<file path="src/rtl/branch_resolve_pkg.sv">
// Shared types and ISA widths for the branch-resolution slice.
// PC/BTB widths come from the ISA defines below (mirrors opcodes.v).
`ifndef BRANCH_RESOLVE_ISA_DEFINES
`define BRANCH_RESOLVE_ISA_DEFINES
`define WORD_SIZE 16
`define BTB_INDEX_W 8
`define BTB_TAG_W 8
`endif

package branch_resolve_pkg;

    localparam int WORD_W    = `WORD_SIZE;
    localparam int BTB_IDX_W = `BTB_INDEX_W;
    localparam int BTB_TAG_W = `BTB_TAG_W;

    typedef struct packed {
        logic [WORD_W-1:0] pc;
        logic [WORD_W-1:0] pred_next;
    } pred_entry_t;

    // Fall-through address, wraps modulo 2^WORD_W.
    function automatic logic [WORD_W-1:0] seq_next(input logic [WORD_W-1:0] pc);
        return pc + WORD_W'(1);
    endfunction

endpackage

</file>
<file path="src/rtl/pred_queue.sv">
// Purpose: in-order queue of outstanding predictions with synchronous clear.
// Latency: head visible combinationally; push/pop take effect on the next edge.
// Backpressure: push while full is dropped unless a pop frees the slot the same cycle.
module pred_queue #(
    parameter int DEPTH = 4,
    parameter int W     = 32
) (
    input  logic         clk,
    input  logic         reset_n,
    input  logic         push,
    input  logic         pop,
    input  logic         clear,
    input  logic [W-1:0] din,
    output logic [W-1:0] dout,
    output logic         full,
    output logic         empty
);
    localparam int PTR_W = $clog2(DEPTH);
    localparam int CNT_W = PTR_W + 1;
    localparam logic [CNT_W-1:0] FULL_CNT = CNT_W'(DEPTH);

    logic [W-1:0]     mem_q [DEPTH];
    logic [W-1:0]     mem_d [DEPTH];
    logic [PTR_W-1:0] wr_ptr_q, wr_ptr_d;
    logic [PTR_W-1:0] rd_ptr_q, rd_ptr_d;
    logic [CNT_W-1:0] cnt_q, cnt_d;
    logic             do_push, do_pop;

    always_comb begin
        full     = (cnt_q == FULL_CNT);
        empty    = (cnt_q == '0);
        do_pop   = pop & ~empty;
        do_push  = push & (~full | do_pop);
        mem_d    = mem_q;
        wr_ptr_d = wr_ptr_q;
        rd_ptr_d = rd_ptr_q;
        cnt_d    = cnt_q;
        // Clear wins over a same-cycle push: that entry belongs to the squashed path.
        if (clear) begin
            wr_ptr_d = '0;
            rd_ptr_d = '0;
            cnt_d    = '0;
        end else begin
            if (do_push) begin
                mem_d[wr_ptr_q] = din;
                wr_ptr_d        = wr_ptr_q + PTR_W'(1);
            end
            if (do_pop) begin
                rd_ptr_d = rd_ptr_q + PTR_W'(1);
            end
            case ({do_push, do_pop})
                2'b10:   cnt_d = cnt_q + CNT_W'(1);
                2'b01:   cnt_d = cnt_q - CNT_W'(1);
                default: cnt_d = cnt_q;
            endcase
        end
    end

    assign dout = mem_q[rd_ptr_q];

    always_ff @(posedge clk or negedge reset_n) begin
        if (!reset_n) begin
            for (int i = 0; i < DEPTH; i++) begin
                mem_q[i] <= '0;
            end
            wr_ptr_q <= '0;
            rd_ptr_q <= '0;
            cnt_q    <= '0;
        end else begin
            mem_q    <= mem_d;
            wr_ptr_q <= wr_ptr_d;
            rd_ptr_q <= rd_ptr_d;
            cnt_q    <= cnt_d;
        end
    end

endmodule

</file>
<file path="src/rtl/branch_resolve.sv">
// Purpose: check fetch predictions against ID resolution; flush, redirect, predictor/BTB update.
// Latency: one cycle from pop to registered strobes; stall freezes queue and drops strobes.
// Backpressure: none upstream; push while full sets sticky err_overflow. BRANCH_STATS_EN adds counters.
module branch_resolve
    import branch_resolve_pkg::*;
#(
    parameter int DEPTH = 4
) (
    input  logic                 clk,
    input  logic                 reset_n,
    input  logic                 pred_valid,
    input  logic [WORD_W-1:0]    pred_PC,
    input  logic [WORD_W-1:0]    pred_next_PC,
    input  logic                 stall,
    input  logic                 res_valid,
    input  logic                 res_is_BJ,
    input  logic                 res_taken,
    input  logic [WORD_W-1:0]    res_target,
    output logic                 flush,
    output logic [WORD_W-1:0]    redirect_PC,
    output logic                 update_valid,
    output logic                 update_taken,
    output logic                 btb_we,
    output logic [BTB_IDX_W-1:0] btb_index,
    output logic [BTB_TAG_W-1:0] btb_tag,
    output logic [WORD_W-1:0]    btb_target,
    output logic                 q_full,
    output logic                 q_empty,
    output logic                 err_overflow
`ifdef BRANCH_STATS_EN
    ,
    output logic [15:0]          branch_count,
    output logic [15:0]          mispredict_count
`endif
);
    pred_entry_t push_entry, head;
    logic        push_req, pop_ok, overflow;
    logic        taken_bj, mispredict;
    logic [WORD_W-1:0] actual_next;

    logic                 flush_q, flush_d;
    logic [WORD_W-1:0]    redirect_pc_q, redirect_pc_d;
    logic                 update_valid_q, update_valid_d;
    logic                 update_taken_q, update_taken_d;
    logic                 btb_we_q, btb_we_d;
    logic [BTB_IDX_W-1:0] btb_index_q, btb_index_d;
    logic [BTB_TAG_W-1:0] btb_tag_q, btb_tag_d;
    logic [WORD_W-1:0]    btb_target_q, btb_target_d;
    logic                 err_overflow_q, err_overflow_d;

    pred_queue #(
        .DEPTH (DEPTH),
        .W     ($bits(pred_entry_t))
    ) u_queue (
        .clk     (clk),
        .reset_n (reset_n),
        .push    (push_req),
        .pop     (pop_ok),
        .clear   (mispredict),
        .din     (push_entry),
        .dout    (head),
        .full    (q_full),
        .empty   (q_empty)
    );

    always_comb begin
        push_entry.pc        = pred_PC;
        push_entry.pred_next = pred_next_PC;
        push_req    = pred_valid & ~stall;
        pop_ok      = res_valid & ~stall & ~q_empty;
        overflow    = push_req & q_full & ~pop_ok;
        taken_bj    = res_is_BJ & res_taken;
        actual_next = taken_bj ? res_target : seq_next(head.pc);
        mispredict  = pop_ok & (actual_next != head.pred_next);

        flush_d        = mispredict;
        redirect_pc_d  = mispredict ? actual_next : redirect_pc_q;
        update_valid_d = pop_ok & res_is_BJ;
        update_taken_d = pop_ok & res_is_BJ & res_taken;
        btb_we_d       = pop_ok & taken_bj;
        btb_index_d    = btb_index_q;
        btb_tag_d      = btb_tag_q;
        btb_target_d   = btb_target_q;
        if (pop_ok & taken_bj) begin
            btb_index_d  = head.pc[BTB_IDX_W-1:0];
            btb_tag_d    = head.pc[WORD_W-1 -: BTB_TAG_W];
            btb_target_d = res_target;
        end
        err_overflow_d = err_overflow_q | overflow;
    end

    always_ff @(posedge clk or negedge reset_n) begin
        if (!reset_n) begin
            flush_q        <= 1'b0;
            redirect_pc_q  <= '0;
            update_valid_q <= 1'b0;
            update_taken_q <= 1'b0;
            btb_we_q       <= 1'b0;
            btb_index_q    <= '0;
            btb_tag_q      <= '0;
            btb_target_q   <= '0;
            err_overflow_q <= 1'b0;
        end else begin
            flush_q        <= flush_d;
            redirect_pc_q  <= redirect_pc_d;
            update_valid_q <= update_valid_d;
            update_taken_q <= update_taken_d;
            btb_we_q       <= btb_we_d;
            btb_index_q    <= btb_index_d;
            btb_tag_q      <= btb_tag_d;
            btb_target_q   <= btb_target_d;
            err_overflow_q <= err_overflow_d;
        end
    end

    assign flush        = flush_q;
    assign redirect_PC  = redirect_pc_q;
    assign update_valid = update_valid_q;
    assign update_taken = update_taken_q;
    assign btb_we       = btb_we_q;
    assign btb_index    = btb_index_q;
    assign btb_tag      = btb_tag_q;
    assign btb_target   = btb_target_q;
    assign err_overflow = err_overflow_q;

`ifdef BRANCH_STATS_EN
    logic [15:0] branch_cnt_q, branch_cnt_d;
    logic [15:0] mispredict_cnt_q, mispredict_cnt_d;

    always_comb begin
        branch_cnt_d     = branch_cnt_q;
        mispredict_cnt_d = mispredict_cnt_q;
        if (pop_ok & res_is_BJ & (branch_cnt_q != 16'hFFFF)) begin
            branch_cnt_d = branch_cnt_q + 16'd1;
        end
        if (mispredict & (mispredict_cnt_q != 16'hFFFF)) begin
            mispredict_cnt_d = mispredict_cnt_q + 16'd1;
        end
    end

    always_ff @(posedge clk or negedge reset_n) begin
        if (!reset_n) begin
            branch_cnt_q     <= '0;
            mispredict_cnt_q <= '0;
        end else begin
            branch_cnt_q     <= branch_cnt_d;
            mispredict_cnt_q <= mispredict_cnt_d;
        end
    end

    assign branch_count     = branch_cnt_q;
    assign mispredict_count = mispredict_cnt_q;
`endif

endmodule
</file>
<file path="config.mk">
export PLATFORM = sky130hd
export DESIGN_NAME = branch_resolve
export DESIGN_NICKNAME = d
export VERILOG_FILES = /design/src/rtl/branch_resolve_pkg.sv /design/src/rtl/pred_queue.sv /design/src/rtl/branch_resolve.sv
export SDC_FILE = /design/constraint.sdc
export NUM_CORES = 1
export LEC_CHECK = 0
export ABC_AREA = 1
export CELL_PAD_IN_SITES_DETAIL_PLACEMENT = 1
export CELL_PAD_IN_SITES_GLOBAL_PLACEMENT = 2
export CORE_UTILIZATION = 34
export CTS_BUF_LIST = sky130_fd_sc_hd__clkbuf_4
export DETAILED_ROUTE_END_ITERATION = 6
export HOLD_SLACK_MARGIN = 0.12
export PLACE_DENSITY_LB_ADDON = 0.1
export SKIP_CTS_REPAIR_TIMING = 1
export SYNTH_ARGS = -nofsm -noshare
export SYNTH_HDL_FRONTEND = slang
export SYNTH_SLANG_ARGS = --single-unit
</file>
<file path="constraint.sdc">
create_clock -name clk -period 3.67 [get_ports clk]
set_input_delay 0.734 -clock clk [delete_from_list [all_inputs] [get_ports clk]]
set_output_delay 0.734 -clock clk [all_outputs]
set_load 0.02 [all_outputs]
</file>
Word level (Yosys, flattened, before mapping)
Index checks and enable logic that the tools add are counted.
{ "word_totals": {"regBits": 188, "in_bits": 55, "output_inout_bits": 55, "word_cells": 68} }
{ "op_classes": {"n_addsub": 5, "order_cmp": 3, "eq_ne": 4, "mux": 13, "bitwise_logic": 21, "reduce_logical": 6} }
{ "op_table": {"columns": ["operator", "n"], "rows": [
  ["bitwise mux 128 bit", 1],
  ["2-to-1 mux 32 bit", 3],
  ["binary-select mux 32 bit (select 2 bit)", 1],
  ["demux 32 bit (select 2 bit)", 1],
  ["adder 16 x 1 -> 16 bit, second input constant", 1],
  ["2-to-1 mux 16 bit", 1],
  ["inequality test 16 bit", 1],
  ["bitwise AND 1 bit", 12],
  ["2-to-1 mux 2 bit", 4],
  [">= comparator 3 bit, second input constant", 2],
  ["inverter 2 -> 3 bit", 2],
  ["one-hot mux 3 bit (2 select lines)", 1],
  ["inverter 1 bit", 5],
  ["adder 2 x 1 -> 2 bit, second input constant", 2],
  ["nonzero test 2 bit", 2],
  ["adder 3 x 1 -> 3 bit, second input constant", 1],
  ["equality test 3 bit, second input constant", 1],
  ["logical NOT 3 bit", 1],
  ["less-than comparator 3 x 1 -> 1 bit, second input constant", 1],
  ["2-to-1 mux 3 bit", 1],
  ["nonzero test 3 bit", 1],
  ["subtractor 3 x 1 -> 3 bit, second input constant", 1],
  ["equality test 2 x 1 -> 1 bit, second input constant", 1],
  ["equality test 2 bit, second input constant", 1],
  ["3 further kinds", 4]
]} }

Depth between registers and ports, before layout
Gate-level depths: netlist of run 1.
{ "depth": {"depth_word": 10, "mapped_depth": 26, "mapped_depth_nobuf": 23} }

Hierarchy
A second synthesis of run 1 with hierarchy kept.
{ "unflattened": {"hier_cells": 1204, "hier_area_um2": 9325.2} }
{ "modules_own_cells": {"columns": ["module", "instances", "cells_per_inst", "area_per_inst_um2", "seq_area_each_um2"], "rows": [
  ["pred_queue", 1, 796, 6349.8, 3378.2],
  ["branch_resolve", 1, 408, 2975.4, 1326.3]
]} }

Worst setup path before layout of run 1
OpenSTA, ideal clock, no wires.
{ "synth_timing": {"path_kind": "register -> register", "from": "register u_queue.rd_ptr_q[1]", "to": "register u_queue.mem_q[24] in the netlist's numbering", "setup_ps": 117, "arrival_ps": 2669, "required_time_ps": 3553, "path_slack_ps": 884, "stages_incl_launch_ff": 26, "path_buffers": 4, "period_less_slack_ps": 2786, "cell_sequence": "dfrtp_1 > buf_2 > inv_2 > buf_2 > nand2_1 > nand2_1 > ha_1 > inv_1 > nor2_1 > nand2_1 > nor2_4 > nand2_1 > nand2_1 > nand2_1 > nand2_1 > nand2_1 > nand2_1 > nand3_1 > nor2_1 > nand3_1 > nand2_1 > buf_6 > nand3_2 > buf_2 > nand2_1 > nand2_1"} }
{ "synth_lines": {"columns": ["element", "line_no", "source"], "rows": [
  ["start, declared", "pred_queue.sv:25", "logic [PTR_W-1:0] rd_ptr_q, rd_ptr_d;"],
  ["start signal, assigned", "pred_queue.sv:72", "rd_ptr_q <= rd_ptr_d;"],
  ["end signal, assigned", "pred_queue.sv:70", "mem_q <= mem_d;"],
  ["end, declared", "pred_queue.sv:22", "logic [W-1:0] mem_q [DEPTH];"]
]} }

Worst setup path after layout of run 1
{ "layout_timing": {"from": "register u_queue.rd_ptr_q[0]", "to": "register redirect_pc_q[6], in the netlist redirect_PC[6]"} }
{ "layout_between": {"elab_chain_len": 8} }
{ "layout_rtl": {"columns": ["element", "line_no", "source"], "rows": [
  ["inverter 2 -> 3 bit (implied by the code) *", "pred_queue.sv:59", "assign dout = mem_q[rd_ptr_q];"],
  ["binary-select mux 32 bit (select 2 bit) *", "pred_queue.sv:59", null],
  ["2-to-1 mux 32 bit (implied by the code) * (2 in series)", "pred_queue.sv:59", null],
  ["adder 16 x 1 -> 16 bit", "branch_resolve_pkg.sv:23", "return pc + WORD_W'(1);"],
  ["2-to-1 mux 16 bit", "branch_resolve.sv:73", "actual_next = taken_bj ? res_target : seq_next(head.pc);"],
  ["inequality test 16 bit *", "branch_resolve.sv:74", "mispredict = pop_ok & (actual_next != head.pred_next);"],
  ["bitwise AND 1 bit *", "branch_resolve.sv:74", null],
  ["net flush_d", "branch_resolve.sv:41", "logic flush_q, flush_d;"],
  ["end signal, assigned", "branch_resolve.sv:105", "redirect_pc_q <= redirect_pc_d;"],
  ["end, declared", "branch_resolve.sv:42", "logic [WORD_W-1:0] redirect_pc_q, redirect_pc_d;"]
]} }
Mark *: on every way through the listed nets, which the timed path passes. The rest lies on a longest branch. The select of a mux whose other input is x is not followed.
A chain may end at the register's enable or synchronous reset.

==> out/results.txt, run 1 <==
The run finished with clean final reports. The tools report the final number of hold-violating endpoints as 0. In this run the worst setup path begins at u_queue.rd_ptr_q[0]. Entering global routing, the biggest net connects 83 pins. Portion of the clock cycle consumed by the worst path in the final layout: 93.54%.

The count of buffers inserted at the top-level ports came out at 109. The synthesized netlist contains 30 unique library cells. Along the worst path, the maximum fanout reaches 24. Of the total power, the share spent switching nets is 48.46%.

In this run the horizontal extent of the chip is 171.0 um. Including well taps, the total number of placed cells is 1738. In this run the deepest clock path goes through 2 buffers. The core footprint came out at 0.02793 mm2. Sorting the synthesized cells by area gives the leading types as dfrtp_1, nand2_1, nand4_1. For the number of vias after detailed routing, the log shows 9127. TritonCTS built the clock tree.

Setup repair after global routing could not meet its margin everywhere. A synthesized cell averages 7.530 um2. At the end of routability-driven placement, the weighted congestion stood at 0.8225. For this design, the sink count on the clock tree is 188. In this run the critical register-to-register path is launched from u_queue.rd_ptr_q[0]. Switching power summed over all nets: 5.023 mW.

The post-detailed-route wirelength per cell was 19.12 um; the remaining number of nets flagged by the antenna check after routing was 0. The first global-routing pass estimated 54100 um of wire. The number of nets in the synthesized netlist is 1350. Row generation in the floorplan step produced 61 rows.

The number of gates on the worst path with buffers counted works out to 23. The endpoint of the worst setup timing path is redirect_PC[6]. The synthesized design contains 188 register bits.

Among all flip-flop cells after synthesis, the most frequent one is dfrtp_1. The floorplan step defined a die boundary enclosing 0.02923 mm2. The worst-case vdd ir drop was 0.2403 mV; the relative area change from synthesis to final layout was 20.68%. During I/O placement, the number of pins put on the boundary was 110. The internal power of the cells totals 5.343 mW. The count of endpoints failing setup in the final report was 0. The internal reg-to-reg setup slack came out at 0.24 ns. The core utilization of the finished layout was 41.93%. The worst setup path is of the flip-flop to flip-flop kind. The worst setup path is launched from a flip-flop. STA puts the critical path data required time at 4.19 ns. The register share of total power was 34.1%; the final instance count without filler cells was 1772.

The number of fillers in the final layout is 3510, and the slack of the critical path is 0.2371 ns. The analysis attributes to cell leakage a power of 5.851 nW. Clock-pin slew was measured on the worst setup and hold paths at 0.18 ns. The post-detailed-route via-to-cell ratio was 5.151. The number of antenna violations at the first check in global routing is 1, and the total number of H-tree levels is 4. Number of enable flip-flop cells after synthesis: 0. The worst setup path is captured at a flip-flop. The number of pins exceeding their max-slew limit in the final report is 0. The cell count after synthesis came out at 1289.

The kind of path behind the tightest hold check is flip-flop to flip-flop. In this design, the critical path's most frequently occurring cell is nand2_1. The kind of cell adding the most delay to the critical path was simple AND/OR/NAND/NOR gates. The run gives 0.004706 mm2 as the area taken by flip-flops and latches.

For this run, the slowest stage of the critical path takes 0.47 ns. For the net count reported at finish, the log shows 1441. The synthesized design spends more area on one cell type than any other, namely dfrtp_1. Summed over its instances, the top area cell type makes up 48.47% of the synthesized netlist area. The fraction of final layout cells with drive strength greater than 1 is 7.681%. The transition time of the tightest slew-check pin is 0.9359 ns, and the depth of the most critical reg-to-reg path is 23. The global-route total usage across every layer is 24.39%.

The first TritonRoute pass finished after 4 iterations. Walking the worst path, the cells encountered are inv_2 -> buf_4 -> nand2_1 -> nand3_1 -> nand2_1 -> buf_4 -> nor2_1 -> nand2_1 -> nor2_1 -> nand2_1 -> nand2_1 -> nand2_1 -> nand2_1 -> nand2_1 -> nand2_1 -> nand3_1 -> nor2_1 -> nand3_1 -> nand2_4 -> buf_12 -> inv_2 -> nand2_1 -> nand2_1. The total of warnings raised by yosys was 0.

The slowest stage of the critical path is the dfrtp_2 cell. The tools report the critical register-to-register path endpoint as redirect_PC[6]. Dividing total power by cell area gives a power density of 885.0 mW/mm2. The number of max-capacitance violations reported is 0.

The logs give 12.0% for the fraction of power consumed by the clock network and 33890 um for the aggregate routed wire length. The post-synthesis async set-or-reset flop share was 100.0%. In this run the tightest slew margin relative to its limit is 37.61%.

Together, buffers and inverters on the worst path number 5. Sequential elements use 48.47% of the synthesized area. The tools report the pre-CTS setup slack as 0.1874 ns.

Data arrives at the worst endpoint at 3.95 ns. For the insertion delay of the later-clocked pin in the worst-skew pair, the log shows 0.61 ns. The multi-input combinational cells in the finished layout cover a total of 0.004365 mm2.

The shortest period the worst path allows is 3.433 ns, and the number of global-route vias before repair is 9397. In this run, CTS created clock tree buffers numbering 17. After detailed routing, the number of remaining DRC violations is 0.

For the post-synthesis cell area, the log shows 0.009706 mm2. Of the total power, combinational logic draws 53.9%. The tools report the initial cell density of the core as 34.74%. The cell sitting at the root of the clock tree is a clkbuf_4.

On the final layout, the worst clock skew is 0.03053 ns. The worst hold slack is 0.4915 ns. After global routing the overflow that remains totals 0. From bottom edge to top edge, the die measures 171.0 um. The tools report the total design power as 10.37 mW. The HPWL after detailed placement is 22900 um. The detailed router's first-iteration violation count is 499, and the fmax is 291.3 MHz.
[power by group through the flow]
stage	sequential, mW	combinational [mW]	clock (mW)
detailed placement	3.58	5.58	0
floorplan	3.77	2.97	0
global route	3.65	6.23	1.35
global placement	3.55	5.47	0
CTS	3.53	5.59	1.29
finish	3.54	5.58	1.24
[tightest hold or removal path, stage by stage (launching register included)]
cell and delay [ns]:
dfrtp_1 0.38, nand2_1 0.05, nand2_1 0.05
[placed cells by master, fill, tap and decap left out, types with 2 or more instances in the layout]
master and count:
nand2_1 577, dfrtp_1 187, nand4_1 129, clkdlybuf4s50_1 108, nand3_1 71, o21ai_0 66
nor2_1 54, inv_1 41, buf_4 37, clkbuf_4 17, buf_12 13, a21oi_1 10
o22ai_1 9, a32oi_1 8, nand3b_1 7, ha_1 5, inv_2 4, nand3_2 4
nor2_2 4, inv_8 4, inv_6 4, clkinv_1 3, nand2_2 3, xor2_1 3
nor3_1 2, nor2_4 2, clkinv_2 2, xnor2_1 2, clkinv_4 2, clkinv_8 2
buf_6 2
[flip-flops by register name, summed over array words and instances, names as in the netlist, 2 cells and up]
name	count
btb_index	8
u_queue.mem_q	128
u_queue.cnt_q	3
u_queue.rd_ptr_q	2
redirect_PC	16
u_queue.wr_ptr_q	2
btb_tag	8
btb_target	16
[how the worst min path moves through the flow]
stage                           start                end  slack, ns  cells past startpoint
floorplan                     reset_n       btb_index[0]       0.44                      0
global placement    u_queue.mem_q[65]  u_queue.mem_q[65]       0.45                      2
detailed placement  u_queue.mem_q[64]  u_queue.mem_q[64]       0.45                      2
CTS                           reset_n   u_queue.mem_q[3]       0.04                      1
global route        u_queue.mem_q[73]  u_queue.mem_q[73]       0.51                      2
finish                  btb_target[5]      btb_target[5]       0.49                      2
[stage by stage]
| step | cell area (um2) | TNS, ns |
|---|---|---|
| final | 11710 | 0 |
| after global routing | 11710 | -0.001316 |
| after CTS | 11670 | 0 |
| after detailed placement | 11370 | 0 |
| after global placement | 11370 | 0 |
| after floorplan | 9706 | 0 |
[logic make-up (layout without fill, tap and decap cells)]
logic type                 count (synthesis)  after routing  share of synthesized area (%)
adders and majority gates                  6              6                         0.8509
other                                      0              1                              0
and+or+nand+nor                          855            855                          38.06
DFF                                      188            188                          48.47
buffers and inverters                    140            244                          6.807
xor gates and xnor gates                   5              5                         0.4513
AOI/OAI and AO/OA                         95             95                          5.363
[layout make-up]
type,instances,share of cell area [%]
sequential,188,40.18
multi-input combinational,961,37.27
timing repair buffer,163,14.35
tap,378,4.038
inverter,49,1.581
clock inverter,15,1.474
clock buffer,17,1.090
antenna,1,0.02137
[routing by layer]
metal  GRT usage, %  routed length [um]
met3          2.776                1229
met1          34.02               16390
met4          6.561                 578
met2          39.98               15690
met5              0                   0
[cells in the mapped netlist, types with 2 or more instances]
master,number
inv_2,4
dfrtp_1,188
o22ai_1,9
nor3_1,2
buf_2,33
a21oi_1,10
ha_1,5
nor2_1,56
clkinv_1,4
buf_6,10
nor2_2,2
inv_1,41
nand2_1,581
nand3_2,3
o21ai_0,66
nand3_1,72
clkbuf_1,44
buf_4,2
xnor2_1,2
a32oi_1,8
nand3b_1,7
nor2_4,2
xor2_1,3
nand4_1,129
(Power assumes the default switching activity.)
==> run 2: changes to the inputs <==
--- a/config.mk
+++ b/config.mk
@@ -8,10 +8,11 @@
 export ABC_AREA = 1
 export CELL_PAD_IN_SITES_DETAIL_PLACEMENT = 1
 export CELL_PAD_IN_SITES_GLOBAL_PLACEMENT = 2
+export CORE_MARGIN = 1.5
 export CORE_UTILIZATION = 34
 export CTS_BUF_LIST = sky130_fd_sc_hd__clkbuf_4
 export DETAILED_ROUTE_END_ITERATION = 6
-export HOLD_SLACK_MARGIN = 0.12
+export HOLD_SLACK_MARGIN = 0.1
 export PLACE_DENSITY_LB_ADDON = 0.1
 export SKIP_CTS_REPAIR_TIMING = 1
 export SYNTH_ARGS = -nofsm -noshare
==> constraint.sdc (replaced) <==
create_clock -name clk -period 3.67 [get_ports clk]
set_input_delay 0.9175 -clock clk [delete_from_list [all_inputs] [get_ports clk]]
set_output_delay 0.9175 -clock clk [all_outputs]
set_load 0.02 [all_outputs]
==> out/results.txt, run 2 (synthesized netlist as in run 1, its figures left out) <==
The count of nets left with antenna violations once routing finished came out at 0. Leaving out fill and tap cells, the most frequent cell in the layout is nand2_1. The min-delay analysis places its worst path in the category input pin to async pin. The flip-flop count of the largest register after layout works out to 128.

The post-detailed-route via-to-cell ratio is 5.116, and the clock skew after layout is 0.05174 ns. The portion of the clock cycle consumed by the worst path in the final layout is 92.49%, and the initial cell density of the core is 34.74%. The die outline area is 0.02957 mm2, and the transition time of the tightest slew-check pin is 0.9393 ns. The run gives 0 as the number of pins exceeding their max-slew limit in the final report. After clock tree synthesis, the clock-pin slew on the worst setup and hold paths is 0.19 ns. The library cells used most frequently in the layout, excluding fill and tap cells, are nand2_1, dfrtp_1, nand4_1, clkdlybuf4s50_1, nand3_1.

The final number of hold-violating endpoints is 0. In this run the cell area measured after placement is 0.01131 mm2. The detailed router finished its first iteration with 568 violations. The tools report the maximum buffer depth of the clock tree as 2. The net count reported at finish is 1444, and the global-route total usage across every layer is 23.51%. The pre-antenna-repair detailed-routing pass consisted of 4 iterations.

The area growth from synthesis to layout is 21.77%. The run finished with clean final reports. The buffer type at the clock tree root is clkbuf_4. The floorplan has 61 rows. The maximum number of pins on one net before global-route repair came out at 75. TritonCTS built the clock tree. For the insertion delay of the later-clocked pin in the worst-skew pair, the log shows 0.60 ns.

The first global-routing pass estimated 52960 um of wire. The register with the most flip-flops in the final layout is u_queue.mem_q. STA classifies the critical path startpoint as a flip-flop.

The number of vias after detailed routing is 9086, and the count of buffers inserted at the top-level ports is 109. The count of endpoints failing setup in the final report came out at 0. The logs give 9215 for the number of global-route vias before repair and 0.2755 ns for the slack of the critical path.

The critical path is of the flip-flop to flip-flop type. For the worst-case vdd ir drop, the log shows 0.2615 mV. The internal reg-to-reg setup slack came out at 0.28 ns. Clock tree synthesis found a total of 188 sinks. The tool flagged a number of max-cap violations equal to 0. The H-tree generated during clock tree synthesis spans 4 levels. The number of cells on the worst reg-to-reg path is 23. In this run the critical register-to-register path is captured at u_queue.mem_q[113]. In this run the worst path has a maximum fanout of 16. The maximum cell stage delay along the critical path works out to 0.51 ns. Data arrives at the worst endpoint at 3.88 ns. The clock period could shrink to 3.394 ns. Power per unit of standard cell area: 880.2 mW/mm2. The logs give 1 for the number of antenna violations at the first check in global routing and 10.40 mW for the total design power.

The most critical setup path has its startpoint at u_queue.rd_ptr_q[0]. Detailed placement finished with a half-perimeter wire length of 22710 um. The die extent in y was 172.0 um. STA classifies the critical path endpoint as a flip-flop. The die is 172.0 um wide. The total area inside the core boundary comes to 0.02793 mm2. The most common cell type on the critical path was nand2_1.

The total clock buffers created by CTS was 17; the post-detailed-route wirelength per cell was 19.38 um. The run gives 0 as the leftover overflow at the end of global routing. Prior to clock tree synthesis, the placed netlist has a worst setup slack of -0.07173 ns. The routed design has 34410 um of wire. The I/O pin count came out at 110.

Traced cell by cell, the critical path runs through buf_4 -> nand2_1 -> nand3_1 -> nand2_1 -> ha_1 -> inv_1 -> nor2_2 -> nand2_2 -> nor2_4 -> nand2_1 -> nand2_1 -> nand2_1 -> nand2_2 -> nand2_1 -> nand2_1 -> nand3_1 -> nor2_2 -> nand3_2 -> nand2_4 -> nand3_4 -> clkbuf_16 -> nand2_1 -> nand2_1. For the worst setup path, the data required time is 4.15 ns. After detailed routing, the number of remaining DRC violations is 0.

The fraction of final layout cells with drive strength greater than 1 was 8.453%. The startpoint of the most critical register-to-register path was u_queue.rd_ptr_q[0]. Based on the critical path, the design can be clocked at up to 294.6 MHz.

For this design the static power due to leakage is 5.889 nW. Headroom to the max-slew limit came out at 37.38%. With fillers left out, the area of the finished cells amounts to 0.01182 mm2. The cell type of the slowest stage on the worst timing path is dfrtp_2. The run gives 0.7810 as the routability congestion estimate from global placement.
-- run 2: changes by cell type in the layout (fill, tap and decap cells not counted), moves of 2 or more --
cell / previous run / this run
nand3_1: 71 / 68
clkbuf_16: 0 / 3
nand3_4: 0 / 2
nand2_1: 577 / 575
buf_6: 2 / 4
nand2_2: 3 / 6
-- run 2: metal layers --
metal / part of all wire [%] / GRT usage (%) / wire length (um) / up-vias
met3: 3.0 / 2.861 / 1030 / 15
met5: 0 / 0 / 0 / -
li1: - / - / - / 4433
met4: 0.94 / 4.423 / 325 / 0
met1: 49 / 32.88 / 16710 / 4504
met2: 47 / 39.29 / 16340 / 134
-- run 2: where the power goes --
| part | switching, mW | total [mW] | internal, mW |
|---|---|---|---|
| clock network | 0.860 | 1.25 | 0.388 |
| logic | 3.63 | 5.61 | 1.98 |
| registers | 0.545 | 3.54 | 3.00 |
-- run 2: cell type report --
| cell class | instances | area, um2 |
|---|---|---|
| multi-input combinational | 962 | 4409 |
| sequential | 188 | 4707 |
| antenna | 2 | 5.005 |
| inverter | 49 | 187.7 |
| timing repair buffer | 165 | 1733 |
| clock buffer | 18 | 135.1 |
| clock inverter | 14 | 168.9 |
| fill | 3455 | 16120 |
| tap | 378 | 473.0 |
-- run 2: worst max path at each step --
stage	endpoint
floorplan	u_queue.mem_q[3]
global placement	u_queue.mem_q[123]
detailed placement	u_queue.mem_q[101]
CTS	u_queue.mem_q[119]
global route	u_queue.mem_q[113]
finish	u_queue.mem_q[113]
-- run 2: critical path: cells and delay by family (launching register included) --
| kind | cells | cell delay, ns |
|---|---|---|
| simple gates | 19 | 2.09 |
| fa+ha+maj | 1 | 0.21 |
| flops | 1 | 0.51 |
| buf+inv | 3 | 0.49 |
-- run 2: metrics by stage --
stage | cells | setup TNS (ns) | util [%] | hold WS (ns)
2_1_floorplan | 1289 | 0 | - | 0.4366
3_3_place_gp | 1732 | -0.07103 | 40.49 | 0.4489
3_5_place_dp | 1732 | -3.737 | 40.49 | 0.4547
4_1_cts | 1764 | -0.7452 | 41.57 | 0.2585
5_1_grt | 1776 | -0.008650 | 42.31 | 0.2605
6_report | 1776 | 0 | 42.31 | 0.2628
